$ cat src/rtl/mem_arb_pkg.sv
`default_nettype none
// ============================================================================
// Module   : mem_arb_pkg
// Brief    : Shared port ids, read-tag type and default widths for the arbiter
// Revision : 1.0
// ============================================================================
package mem_arb_pkg;

   localparam int c_addr_w = 17;
   localparam int c_data_w = 8;

   typedef enum logic {
      PORT_HPS = 1'b0,
      PORT_ENG = 1'b1
   } port_e;

   typedef struct packed {
      logic  valid;
      port_e port;
   } rtag_t;

   localparam rtag_t c_tag_none = '{valid: 1'b0, port: PORT_HPS};

endpackage
`default_nettype wire

$ cat src/rtl/mem_arb_rtag_pipe.sv
`default_nettype none
// ============================================================================
// Module   : mem_arb_rtag_pipe
// Brief    : RAM_LAT-deep read-tag shift register; head tag decoded to rvalids
// Revision : 1.0
// ============================================================================
module mem_arb_rtag_pipe
   import mem_arb_pkg::*;
#(
   parameter int RAM_LAT = 2
) (
   input  logic  clk,
   input  logic  reset_n,
   input  rtag_t tag_in,
   output logic  h_rvalid,
   output logic  e_rvalid,
   output logic  any_valid
);

   rtag_t r_stage [RAM_LAT];

   always_ff @(posedge clk or negedge reset_n) begin
      if (!reset_n) begin
         for (int i = 0; i < RAM_LAT; i++) begin
            r_stage[i] <= c_tag_none;
         end
      end else begin
         r_stage[0] <= tag_in;
         for (int i = 1; i < RAM_LAT; i++) begin
            r_stage[i] <= r_stage[i-1];
         end
      end
   end

   always_comb begin
      any_valid = 1'b0;
      for (int i = 0; i < RAM_LAT; i++) begin
         any_valid = any_valid | r_stage[i].valid;
      end
   end

   assign h_rvalid = r_stage[RAM_LAT-1].valid && (r_stage[RAM_LAT-1].port == PORT_HPS);
   assign e_rvalid = r_stage[RAM_LAT-1].valid && (r_stage[RAM_LAT-1].port == PORT_ENG);

endmodule
`default_nettype wire

$ cat src/rtl/mem_access_arbiter.sv
`default_nettype none
// ============================================================================
// Module   : mem_access_arbiter
// Brief    : Round-robin HPS/engine arbiter for one single-port RAM
// Revision : 1.0
// ============================================================================
module mem_access_arbiter
   import mem_arb_pkg::*;
#(
   parameter int ADDR_W  = c_addr_w,
   parameter int DATA_W  = c_data_w,
   parameter int RAM_LAT = 2
) (
   input  logic              clk,
   input  logic              reset_n,
   input  logic              h_req,
   input  logic              h_we,
   input  logic [ADDR_W-1:0] h_addr,
   input  logic [DATA_W-1:0] h_wdata,
   output logic              h_ack,
   output logic              h_rvalid,
   output logic [DATA_W-1:0] h_rdata,
   input  logic              e_req,
   input  logic              e_we,
   input  logic [ADDR_W-1:0] e_addr,
   input  logic [DATA_W-1:0] e_wdata,
   output logic              e_ack,
   output logic              e_rvalid,
   output logic [DATA_W-1:0] e_rdata,
   output logic [ADDR_W-1:0] ram_addr,
   output logic [DATA_W-1:0] ram_wdata,
   output logic              ram_we,
   input  logic [DATA_W-1:0] ram_rdata,
   output logic              busy
);

   logic              w_h_elig;
   logic              w_e_elig;
   logic              w_grant;
   port_e             w_win;
   logic              w_win_we;
   logic [ADDR_W-1:0] w_win_addr;
   logic [DATA_W-1:0] w_win_wdata;
   logic              w_pipe_busy;
   port_e             r_last_grant;
   logic              r_h_ack;
   logic              r_e_ack;
   rtag_t             r_tag;

   // A port's own ack cycle masks its still-held request.
   always_comb begin
      w_h_elig = h_req & ~r_h_ack;
      w_e_elig = e_req & ~r_e_ack;
      w_grant  = w_h_elig | w_e_elig;
      w_win    = PORT_HPS;
      if (w_h_elig && w_e_elig) begin
         w_win = (r_last_grant == PORT_ENG) ? PORT_HPS : PORT_ENG;
      end else if (w_e_elig) begin
         w_win = PORT_ENG;
      end
   end

   assign w_win_we    = (w_win == PORT_ENG) ? e_we    : h_we;
   assign w_win_addr  = (w_win == PORT_ENG) ? e_addr  : h_addr;
   assign w_win_wdata = (w_win == PORT_ENG) ? e_wdata : h_wdata;

   always_ff @(posedge clk or negedge reset_n) begin
      if (!reset_n) begin
         r_h_ack      <= 1'b0;
         r_e_ack      <= 1'b0;
         ram_we       <= 1'b0;
         ram_addr     <= '0;
         ram_wdata    <= '0;
         r_tag        <= c_tag_none;
         r_last_grant <= PORT_ENG;
      end else begin
         r_h_ack      <= w_grant && (w_win == PORT_HPS);
         r_e_ack      <= w_grant && (w_win == PORT_ENG);
         ram_we       <= w_grant & w_win_we;
         r_tag.valid  <= w_grant & ~w_win_we;
         r_tag.port   <= w_win;
         if (w_grant) begin
            ram_addr     <= w_win_addr;
            ram_wdata    <= w_win_wdata;
            r_last_grant <= w_win;
         end
      end
   end

   // Registered tag lines up with the registered command; pipe adds RAM_LAT.
   mem_arb_rtag_pipe #(
      .RAM_LAT (RAM_LAT)
   ) u_rtag_pipe (
      .clk       (clk),
      .reset_n   (reset_n),
      .tag_in    (r_tag),
      .h_rvalid  (h_rvalid),
      .e_rvalid  (e_rvalid),
      .any_valid (w_pipe_busy)
   );

   assign h_ack   = r_h_ack;
   assign e_ack   = r_e_ack;
   assign h_rdata = ram_rdata;
   assign e_rdata = ram_rdata;
   assign busy    = r_h_ack | r_e_ack | r_tag.valid | w_pipe_busy;

   a_h_req_held : assert property (@(posedge clk) disable iff (!reset_n)
      (w_h_elig && !(w_grant && w_win == PORT_HPS)) |=> h_req);
   a_e_req_held : assert property (@(posedge clk) disable iff (!reset_n)
      (w_e_elig && !(w_grant && w_win == PORT_ENG)) |=> e_req);

endmodule
`default_nettype wire

$ cat config.mk
export PLATFORM = sky130hd
export DESIGN_NAME = mem_access_arbiter
export DESIGN_NICKNAME = d
export VERILOG_FILES = /design/src/rtl/mem_arb_pkg.sv /design/src/rtl/mem_arb_rtag_pipe.sv /design/src/rtl/mem_access_arbiter.sv
export SDC_FILE = /design/constraint.sdc
export NUM_CORES = 1
export LEC_CHECK = 0
export CORE_AREA = 5 5 78 80
export CTS_CLUSTER_SIZE = 25
export DETAILED_ROUTE_END_ITERATION = 7
export DIE_AREA = 0 0 83 85
export PLACE_DENSITY = 0.75
export SETUP_SLACK_MARGIN = 0.4
export SLEW_MARGIN = 20
export SYNTH_ARGS = -nofsm -noshare
export SYNTH_HDL_FRONTEND = slang
export SYNTH_SLANG_ARGS = --single-unit
export TNS_END_PERCENT = 5
$ cat constraint.sdc
create_clock -name clk -period 1.3 [get_ports clk]
set_input_delay 0.13 -clock clk [delete_from_list [all_inputs] [get_ports clk]]
set_output_delay 0.13 -clock clk [all_outputs]
set_load 0.02 [all_outputs]
==> impl_metrics.tcl, run 1 <==
set metrics [dict create \
    outcome "finished, violations left" \
    violations "negative setup slack" \
    ys.flop_type "dfrtp_1" \
    max_cap_violations 0 \
    syn_area_per_cell_um2 12.6 \
    area_growth_pct 68.0 \
    fmax_mhz 749 \
    ant_nets 0 \
    cp-start-kind "flip-flop" \
    start_util 0.303 \
    clock_path_buffers 2 \
    drtPass1Iterations 4 \
    coreArea_um2 5340 \
    gp_congestion 0.710 \
    rsz0062_at_grt "true" \
    nets 271 \
    worst_pin_slew_ns 0.283 \
    postSynth.asyncResetShare 1.00 \
    port_buffers 86 \
    finalPower_mw 4.30 \
    cts_tree "yes" \
    die-area_um2 7060 \
    rows 27 \
    synth_area_leaders "dfrtp_1, a221o_1, nor3b_1" \
    grt_use_total 0.123 \
    io_pins 111 \
    synth-seq-area-share 0.542 \
    critPathArrivalTime_ns 1.50 \
    hold_violations 0 \
    synth_edf_count 0 \
    finalClockSkew_ns 0.00726 \
    crit_fanout 15 \
    hp-class "in2out" \
    holdWs_ns 0.260 \
    routed_wl_um 4330 \
    grt_pass1_vias 1435 \
    grt_start_max_net_pins 19 \
    slowest_stage "dfrtp_2" \
    ir_drop_v 0.000708 \
    synthesis.area_um2 1620 \
    p_leak_nw 1.16 \
    syn_inst 128 \
    overflow 0 \
    crit_chain "nor3b_4 > nor2_2 > buf_6 > a221o_1" \
    cp-end-kind "flip-flop" \
    synthTopCellsByCount "dfrtp_1, a221o_1, nor3b_1, buf_4, buf_2" \
    synth_top_cell_by_area "dfrtp_1" \
    syn-num-nets 192 \
    root_buffer "clkbuf_8" \
    period_share 1.03 \
    antenna_found_initial 0 \
    fillCellCount 497 \
    p_per_area_nw_per_um2 1580 \
    htreeDepth 2 \
    ys_types 22 \
    synth.most_common_cell "dfrtp_1" \
    synth_top_area_share 0.526 \
    clkTransAtPathRegs_ns 0.08 \
    setup_viol_count_final 22 \
    die_w_um 83 \
    yosys_warnings 0 \
    initialDrtViolationCount 50 \
    clkSinkCount 35 \
    drive_gt1_frac 0.279 \
    ys_seq_elements 35 \
    n_antenna_cell 0 \
    slew_violations 0 \
    cts_buffers 5 \
    hpwlAfterDp_um 3370 \
    crit_required_ns 1.46 \
    routedWlPerCell_um 15.5 \
    max_slew_margin 0.812 \
    period_minus_slack_ns 1.33 \
    crit_type "reg2reg" \
    vias_per_cell 4.74 \
    insertion_delay_ns 0.29 \
    slowest_delay_ns 0.46 \
    fin_ws_ns -0.0348 \
    vias 1326 \
    grt_pass1_wl_um 6980 \
    die_h_um 85 \
    drc 0 \
]
flip-flops by register name (all words and copies together) (netlist names):
| name | count |
|---|---|
| r_last_grant | 1 |
| ram_we | 1 |
| h_ack | 1 |
| r_tag | 2 |
| u_rtag_pipe.r_stage | 4 |
| e_ack | 1 |
| ram_wdata | 8 |
| ram_addr | 17 |
logic make-up (layout without fill, tap and decap cells):
group | count (synthesis) | after routing | share of synthesized area
buffers and inverters | 27 | 107 | 0.115
AOI/OAI and AO/OA | 30 | 30 | 0.185
DFF | 35 | 35 | 0.542
and+or+nand+nor | 36 | 36 | 0.158
final cells by class:
class | count | area [um2] | area share
timing repair buffer | 98 | 1030 | 0.379
sequential | 35 | 880 | 0.323
clock buffer | 5 | 68.8 | 0.0253
inverter | 1 | 3.75 | 0.00138
tap | 72 | 90.1 | 0.0331
clock inverter | 3 | 67.6 | 0.0248
multi-input combinational | 66 | 579 | 0.213
critical path: cells and delay by family (launching register included):
kind	cells	cell delay, ns
AOI/OAI and AO/OA	1	0.31
and+or+nand+nor	2	0.29
buffers and inverters	1	0.15
DFF	1	0.46
per-layer routing:
layer	GRT usage	share of wire	wire (um)	vias up
met2	0.211	0.48	2090	56
li1	-	-	-	630
met3	0.0505	0.086	371	5
met5	0	0	0	-
met4	0.0371	0.012	50	0
met1	0.142	0.42	1820	635
final timing paths:
| kind | startpoint | to | slack (ns) | cells past startpoint |
|---|---|---|---|---|
| max in group asynchronous | reset_n | r_last_grant | 0.54 | 3 |
| min reg2reg | u_rtag_pipe.r_stage[2] | u_rtag_pipe.r_stage[0] | 0.35 | 0 |
| min in group asynchronous | reset_n | ram_addr[12] | 0.29 | 2 |
| max | e_ack | ram_addr[1] | -0.03 | 4 |
| max reg2reg | e_ack | ram_addr[1] | -0.03 | 4 |
| min | ram_rdata[2] | e_rdata[2] | 0.26 | 0 |
through the flow:
| stage | cells | setup WS (ns) | utilization | instance area, um2 | setup TNS [ns] |
|---|---|---|---|---|---|
| finish | 280 | -0.0348 | 0.510 | 2720 | -0.304 |
| global route | 280 | -0.0872 | 0.510 | 2720 | -1.49 |
| CTS | 280 | -0.0371 | 0.508 | 2710 | -0.465 |
| detailed placement | 271 | -0.270 | 0.470 | 2510 | -6.56 |
| global placement | 271 | -0.245 | 0.470 | 2510 | -5.74 |
| floorplan | 128 | -0.0713 | - | 1630 | -1.37 |
where the power goes:
part	switching (mW)	internal, mW	total, mW
combinational	0.690	0.914	1.60
clock	0.396	0.765	1.16
sequential	0.189	1.35	1.54
total	1.28	3.03	4.30
what timing repair did:
action / 4_1_cts / 5_1_grt
hold endpoints to repair: 17 / 0
hold buffers: 1 / 0
setup buffers: 0 / 0
pin swaps: 1 / 7
endpoints found under the setup margin: 62 / 74
gates resized for setup: 180 / 4
cells in the final DEF, fill, tap and decap left out, types with 2 or more instances in the layout:
cell | netlist | layout
dfrtp_2 | 0 | 2
dfrtp_1 | 34 | 32
clkdlybuf4s50_1 | 0 | 54
buf_6 | 2 | 32
buf_12 | 0 | 3
clkbuf_8 | 0 | 5
dlygate4sd2_1 | 0 | 2
nor2b_4 | 0 | 2
bufinv_16 | 0 | 2
a21o_1 | 2 | 2
nor3_1 | 2 | 2
buf_4 | 17 | 4
nor3b_1 | 25 | 25
a221o_1 | 25 | 25
Note: power is estimated with default switching activity, not from simulation.
==> run 2: changes to the inputs <==
--- a/config.mk
+++ b/config.mk
@@ -5,10 +5,10 @@
 export SDC_FILE = /design/constraint.sdc
 export NUM_CORES = 1
 export LEC_CHECK = 0
-export CORE_AREA = 5 5 78 80
+export CORE_AREA = 2 2 75 77
 export CTS_CLUSTER_SIZE = 25
 export DETAILED_ROUTE_END_ITERATION = 7
-export DIE_AREA = 0 0 83 85
+export DIE_AREA = 0 0 77 79
 export PLACE_DENSITY = 0.75
 export SETUP_SLACK_MARGIN = 0.4
 export SLEW_MARGIN = 20
==> impl_metrics.tcl, run 2 (synthesis results as in run 1) <==
set metrics [dict create \
    rsz0062_at_grt "true" \
    layout_commonest_cell "clkdlybuf4s50_1" \
    grt.busiest_layer "met2" \
    io_pins 111 \
    cts_setup_buffers 0 \
    die_w_um 77 \
    hp-class "in2out" \
    root_buffer "clkbuf_8" \
    clockPowerShare 0.202 \
    grt_use_met3 0.0443 \
    insertion_delay_ns 0.28 \
    p_sw_frac 0.320 \
    cp-end-kind "flip-flop" \
    largest_reg_flops 17 \
    timing.setup.tns_ns -1.75 \
    clkTransAtPathRegs_ns 0.07 \
    port_buffers 86 \
    crit_fanout 14 \
    slowest_stage "dfrtp_2" \
    routed_wl_um 4310 \
    cp-start-kind "flip-flop" \
    p_leak_nw 1.16 \
    drtPass1Iterations 4 \
    vias 1378 \
    crit_type "reg2reg" \
    utilization 0.505 \
    n_antenna_cell 0 \
    path_buf_inv 0 \
    cts_buffers 5 \
    hold_violations 0 \
    start_util 0.303 \
    die_h_um 79 \
    design_area_um2 2700 \
    grt_pass1_wl_um 7150 \
    slowest_delay_ns 0.44 \
    finalClockSkew_ns 0.00832 \
    antenna_found_initial 0 \
    place_area_um2 2510 \
    finalPower_mw 3.97 \
    top_regs "ram_addr: 17 flops, ram_wdata: 8 flops, u_rtag_pipe.r_stage: 4 flops" \
    grt_start_max_net_pins 20 \
    drc 0 \
    gp_congestion 0.712 \
    ant_nets 0 \
    nets 274 \
    period_minus_slack_ns 1.38 \
    cts_tree "yes" \
    largest-register "ram_addr" \
    die-area_um2 6080 \
    p_seq_frac 0.381 \
    overflow 0 \
    detailedPlace.worstSlack_ns -0.645 \
    slew_violations 0 \
    crit_required_ns 1.46 \
    ir_drop_v 0.000524 \
    fin_ws_ns -0.0849 \
    hpwlAfterDp_um 3080 \
    grt.met1_usage 0.177 \
    htreeDepth 2 \
    max_cap_violations 0 \
    p_per_area_nw_per_um2 1470 \
    vias_per_cell 4.87 \
    violations "negative setup slack" \
    worst_pin_slew_ns 0.421 \
    drive_gt1_frac 0.299 \
    clkSinkCount 35 \
    critical-path-top-delay-family "simple AND/OR/NAND/NOR gates" \
    grt_pass1_vias 1415 \
    outcome "finished, violations left" \
    initialDrtViolationCount 80 \
    routedWlPerCell_um 15.2 \
    crit_chain "nor3b_4 > nor2_4 > a221o_1" \
    critPathArrivalTime_ns 1.55 \
    internal_power_mw 2.70 \
    coreArea_um2 5340 \
    switchingPower_mw 1.27 \
    layout_common_cells "clkdlybuf4s50_1, buf_6, dfrtp_1" \
    grt_use_total 0.152 \
    pwr-share-comb 0.417 \
    period_share 1.07 \
    max_slew_margin 0.719 \
    fmax_mhz 722 \
    clock_path_buffers 2 \
    met2_usage 0.264 \
    area_growth_pct 66.6 \
    rows 27 \
    setup_viol_count_final 27 \
]
==> run 2: changes by cell type in the layout (fill, tap and decap cells not counted), sizes merged <==
cell / before / now
nor2: 2 / 3
clkinvlp: 1 / 0
dlygate4sd2: 2 / 1
bufinv: 2 / 0
clkinv: 0 / 1
buf: 40 / 43
clkbuf: 6 / 8
==> run 2: layout make-up <==
type,count,area (um2)
clock buffers,7,86.3
clock inverters,1,5.00
fillers,500,2640
inverters,1,3.75
multi-input cells,67,603
flip-flops and latches,35,880
well taps,72,90.1
repair buffers,100,1030
==> run 2: worst register-to-register path: stages, from the launching register on <==
cell     delay (ns)
dfrtp_2        0.44
nor3b_4        0.33
nor2_4         0.17
a221o_1        0.33
==> run 2: what timing repair did <==
action                                 CTS  global route
hold buffers                             1             0
endpoints found under the hold margin   17             0
cloned                                   1             0
gates resized for setup                184             6
setup endpoints to repair               62            69
pin swaps                                9             2
==> run 2: metrics by stage <==
step                hold slack [ns]  cells
floorplan                    -0.166    128
global placement             0.0967    273
detailed placement            0.102    273
CTS                           0.260    283
global route                  0.260    283
finish                        0.260    283
==> run 2: path summary, 6_finish.rpt <==
path | from | endpoint | slack [ns] | depth (start not counted)
worst min-delay path | ram_rdata[3] | e_rdata[3] | 0.26 | 0
worst max-delay path | e_ack | ram_addr[11] | -0.08 | 3
max in group asynchronous | reset_n | ram_addr[1] | 0.62 | 3
min in group asynchronous | reset_n | ram_addr[10] | 0.29 | 2
worst min register to register | u_rtag_pipe.r_stage[2] | u_rtag_pipe.r_stage[0] | 0.35 | 0
worst max register to register | e_ack | ram_addr[11] | -0.08 | 3
==> run 2: metal layers <==
metal	routed length, um	up-vias	share of wire
met5	0	-	0
met4	59	0	0.014
met3	333	7	0.077
met2	2220	56	0.52
met1	1700	673	0.39
li1	-	642	-
==> run 2: power by group through the flow <==
stage / Sequential [mW] / Clock (mW) / Combinational, mW
floorplan: 1.75 / 0 / 0.574
global placement: 1.47 / 0 / 1.57
detailed placement: 1.49 / 0 / 1.59
CTS: 1.52 / 0.831 / 1.67
global route: 1.55 / 0.880 / 1.77
finish: 1.52 / 0.803 / 1.66
==> run 3: changes to the inputs <==
--- a/config.mk
+++ b/config.mk
@@ -6,10 +6,10 @@
 export NUM_CORES = 1
 export LEC_CHECK = 0
 export CORE_AREA = 2 2 75 77
-export CTS_CLUSTER_SIZE = 25
 export DETAILED_ROUTE_END_ITERATION = 7
 export DIE_AREA = 0 0 77 79
 export PLACE_DENSITY = 0.75
+export RECOVER_POWER = 100
 export SETUP_SLACK_MARGIN = 0.4
 export SLEW_MARGIN = 20
 export SYNTH_ARGS = -nofsm -noshare
==> impl_metrics.tcl, run 3 (synthesis results as in run 1) <==
set metrics [dict create \
    vias 1378 \
    p_leak_nw 1.02 \
    area_growth_pct 53.1 \
    finalClockSkew_ns 0.00847 \
    hp-class "in2out" \
    routedWlPerCell_um 15.3 \
    max_cap_violations 0 \
    r2r_slack_ns -0.09 \
    ant_nets 0 \
    critPathArrivalTime_ns 1.55 \
    n_antenna_cell 0 \
    hold_violations 0 \
    hp-start "ram_rdata[2]" \
    io_pins 111 \
    violations "negative setup slack" \
    period_share 1.07 \
    cts_setup_buffers 0 \
    initialDrtViolationCount 69 \
    hpwlAfterDp_um 3080 \
    port_buffers 86 \
    die-area_um2 6080 \
    overflow 0 \
    reg2reg_to "ram_wdata[4]" \
    seq_area_um2 880 \
    detailedPlace.worstSlack_ns -0.645 \
    path_buf_inv 2 \
    cp-start-kind "flip-flop" \
    fillCellCount 518 \
    gp_congestion 0.712 \
    wl_met3_um 317 \
    place_area_um2 2510 \
    fmax_mhz 722 \
    grt_pass1_vias 1415 \
    vias_per_cell 4.87 \
    multiInputGateArea_um2 601 \
    grt_use_total 0.152 \
    critical-path-top-delay-family "compound AO/OA/AOI/OAI gates" \
    cts_buffers 5 \
    ir_drop_v 0.000474 \
    grt_pass1_wl_um 7150 \
    layout_common_cells "clkdlybuf4s50_1, dfrtp_1, clkbuf_1" \
    cp-end-kind "flip-flop" \
    routed_wl_um 4320 \
    top_regs "ram_addr: 17 flops, ram_wdata: 8 flops, u_rtag_pipe.r_stage: 4 flops" \
    crit_fanout 15 \
    slew_violations 0 \
    r2r_start "h_ack" \
    crit_required_ns 1.46 \
    insertion_delay_ns 0.28 \
    worst_pin_slew_ns 0.460 \
    grt_start_max_net_pins 20 \
    wl_met2_um 2220 \
    clkSinkCount 35 \
    drtPass1Iterations 4 \
    slowest_delay_ns 0.41 \
    wl_met1_um 1730 \
    layout_commonest_cell "clkdlybuf4s50_1" \
    htreeDepth 2 \
    root_buffer "clkbuf_8" \
    routed.top_layer "met4" \
    die_h_um 79 \
    antenna_found_initial 0 \
    clkTransAtPathRegs_ns 0.07 \
    period_minus_slack_ns 1.39 \
    cts_tree "yes" \
    min_to "h_rdata[2]" \
    fin_ws_ns -0.0853 \
    coreArea_um2 5340 \
    rr_worst_depth 5 \
    setup_viol_count_final 27 \
    drive_gt1_frac 0.166 \
    slowest_stage "dfrtp_2" \
    largest-register "ram_addr" \
    die_w_um 77 \
    outcome "finished, violations left" \
    start_util 0.303 \
    crit_type "reg2reg" \
    rows 27 \
    clock_path_buffers 2 \
    p_per_area_nw_per_um2 1470 \
    max_slew_margin 0.693 \
    hold_path_depth 0 \
    drc 0 \
    crit_chain "buf_6 > nor2b_4 > a21boi_4 > buf_12 > a221o_1" \
    largest_reg_flops 17 \
    design_area_um2 2480 \
    nets 274 \
    rsz0062_at_grt "true" \
]
[run 3: cell count changes in the layout (fill, tap and decap cells not counted)]
cell | previous run | this run
and2_0 | 0 | 1
buf_12 | 2 | 1
buf_6 | 32 | 6
and2_4 | 1 | 0
clkbuf_2 | 0 | 2
clkbuf_4 | 1 | 0
buf_4 | 7 | 6
clkbuf_1 | 1 | 28
[run 3: per-stage QoR]
step,hold slack (ns),setup TNS (ns),cells,util,power (mW)
global placement,0.0967,-15.71,273,0.471,3.04
floorplan,-0.166,-1.37,128,-,2.32
CTS,0.260,-1.79,283,0.504,4.01
global route,0.260,-3.52,283,0.464,3.86
detailed placement,0.102,-17.09,273,0.471,3.07
finish,0.260,-1.73,283,0.464,3.63
[run 3: report_power, final]
group | switching [mW] | internal, mW | total, mW
combinational | 0.732 | 0.629 | 1.36
clock | 0.375 | 0.427 | 0.802
sequential | 0.126 | 1.35 | 1.47
total | 1.23 | 2.40 | 3.63
[run 3: timing repair]
action,in CTS,in global routing
resized for setup,184,6
gates cloned,1,0
hold buffers,1,0
endpoints found under the hold margin,17,0
endpoints found under the setup margin,62,69
pin swaps,9,2
[run 3: worst max path at each step]
stage / cells after the start / endpoint / startpoint
after floorplan: 4 / ram_addr[0] / e_ack
after global placement: 4 / ram_wdata[6] / e_req
after detailed placement: 4 / ram_addr[5] / h_req
after CTS: 4 / busy / e_ack
after global routing: 5 / ram_addr[3] / h_ack
final: 5 / ram_wdata[4] / h_ack
[run 3: metal layers]
layer  up-vias  track usage
met2        56        0.264
li1        644            -
met3         7       0.0443
met5         -            0
met4         0       0.0589
met1       671        0.177
[run 3: layout make-up]
cell class                 count  share of cell area
clock inverter                 1             0.00202
clock buffer                   7              0.0348
multi-input combinational     67               0.242
tap                           72              0.0363
sequential                    35               0.355
inverter                       1             0.00151
timing repair buffer         100               0.328
[run 3: worst reg2reg max path: stages (launching register included)]
cell,delay [ns]
dfrtp_2,0.41
buf_6,0.13
nor2b_4,0.15
a21boi_4,0.09
buf_12,0.15
a221o_1,0.34
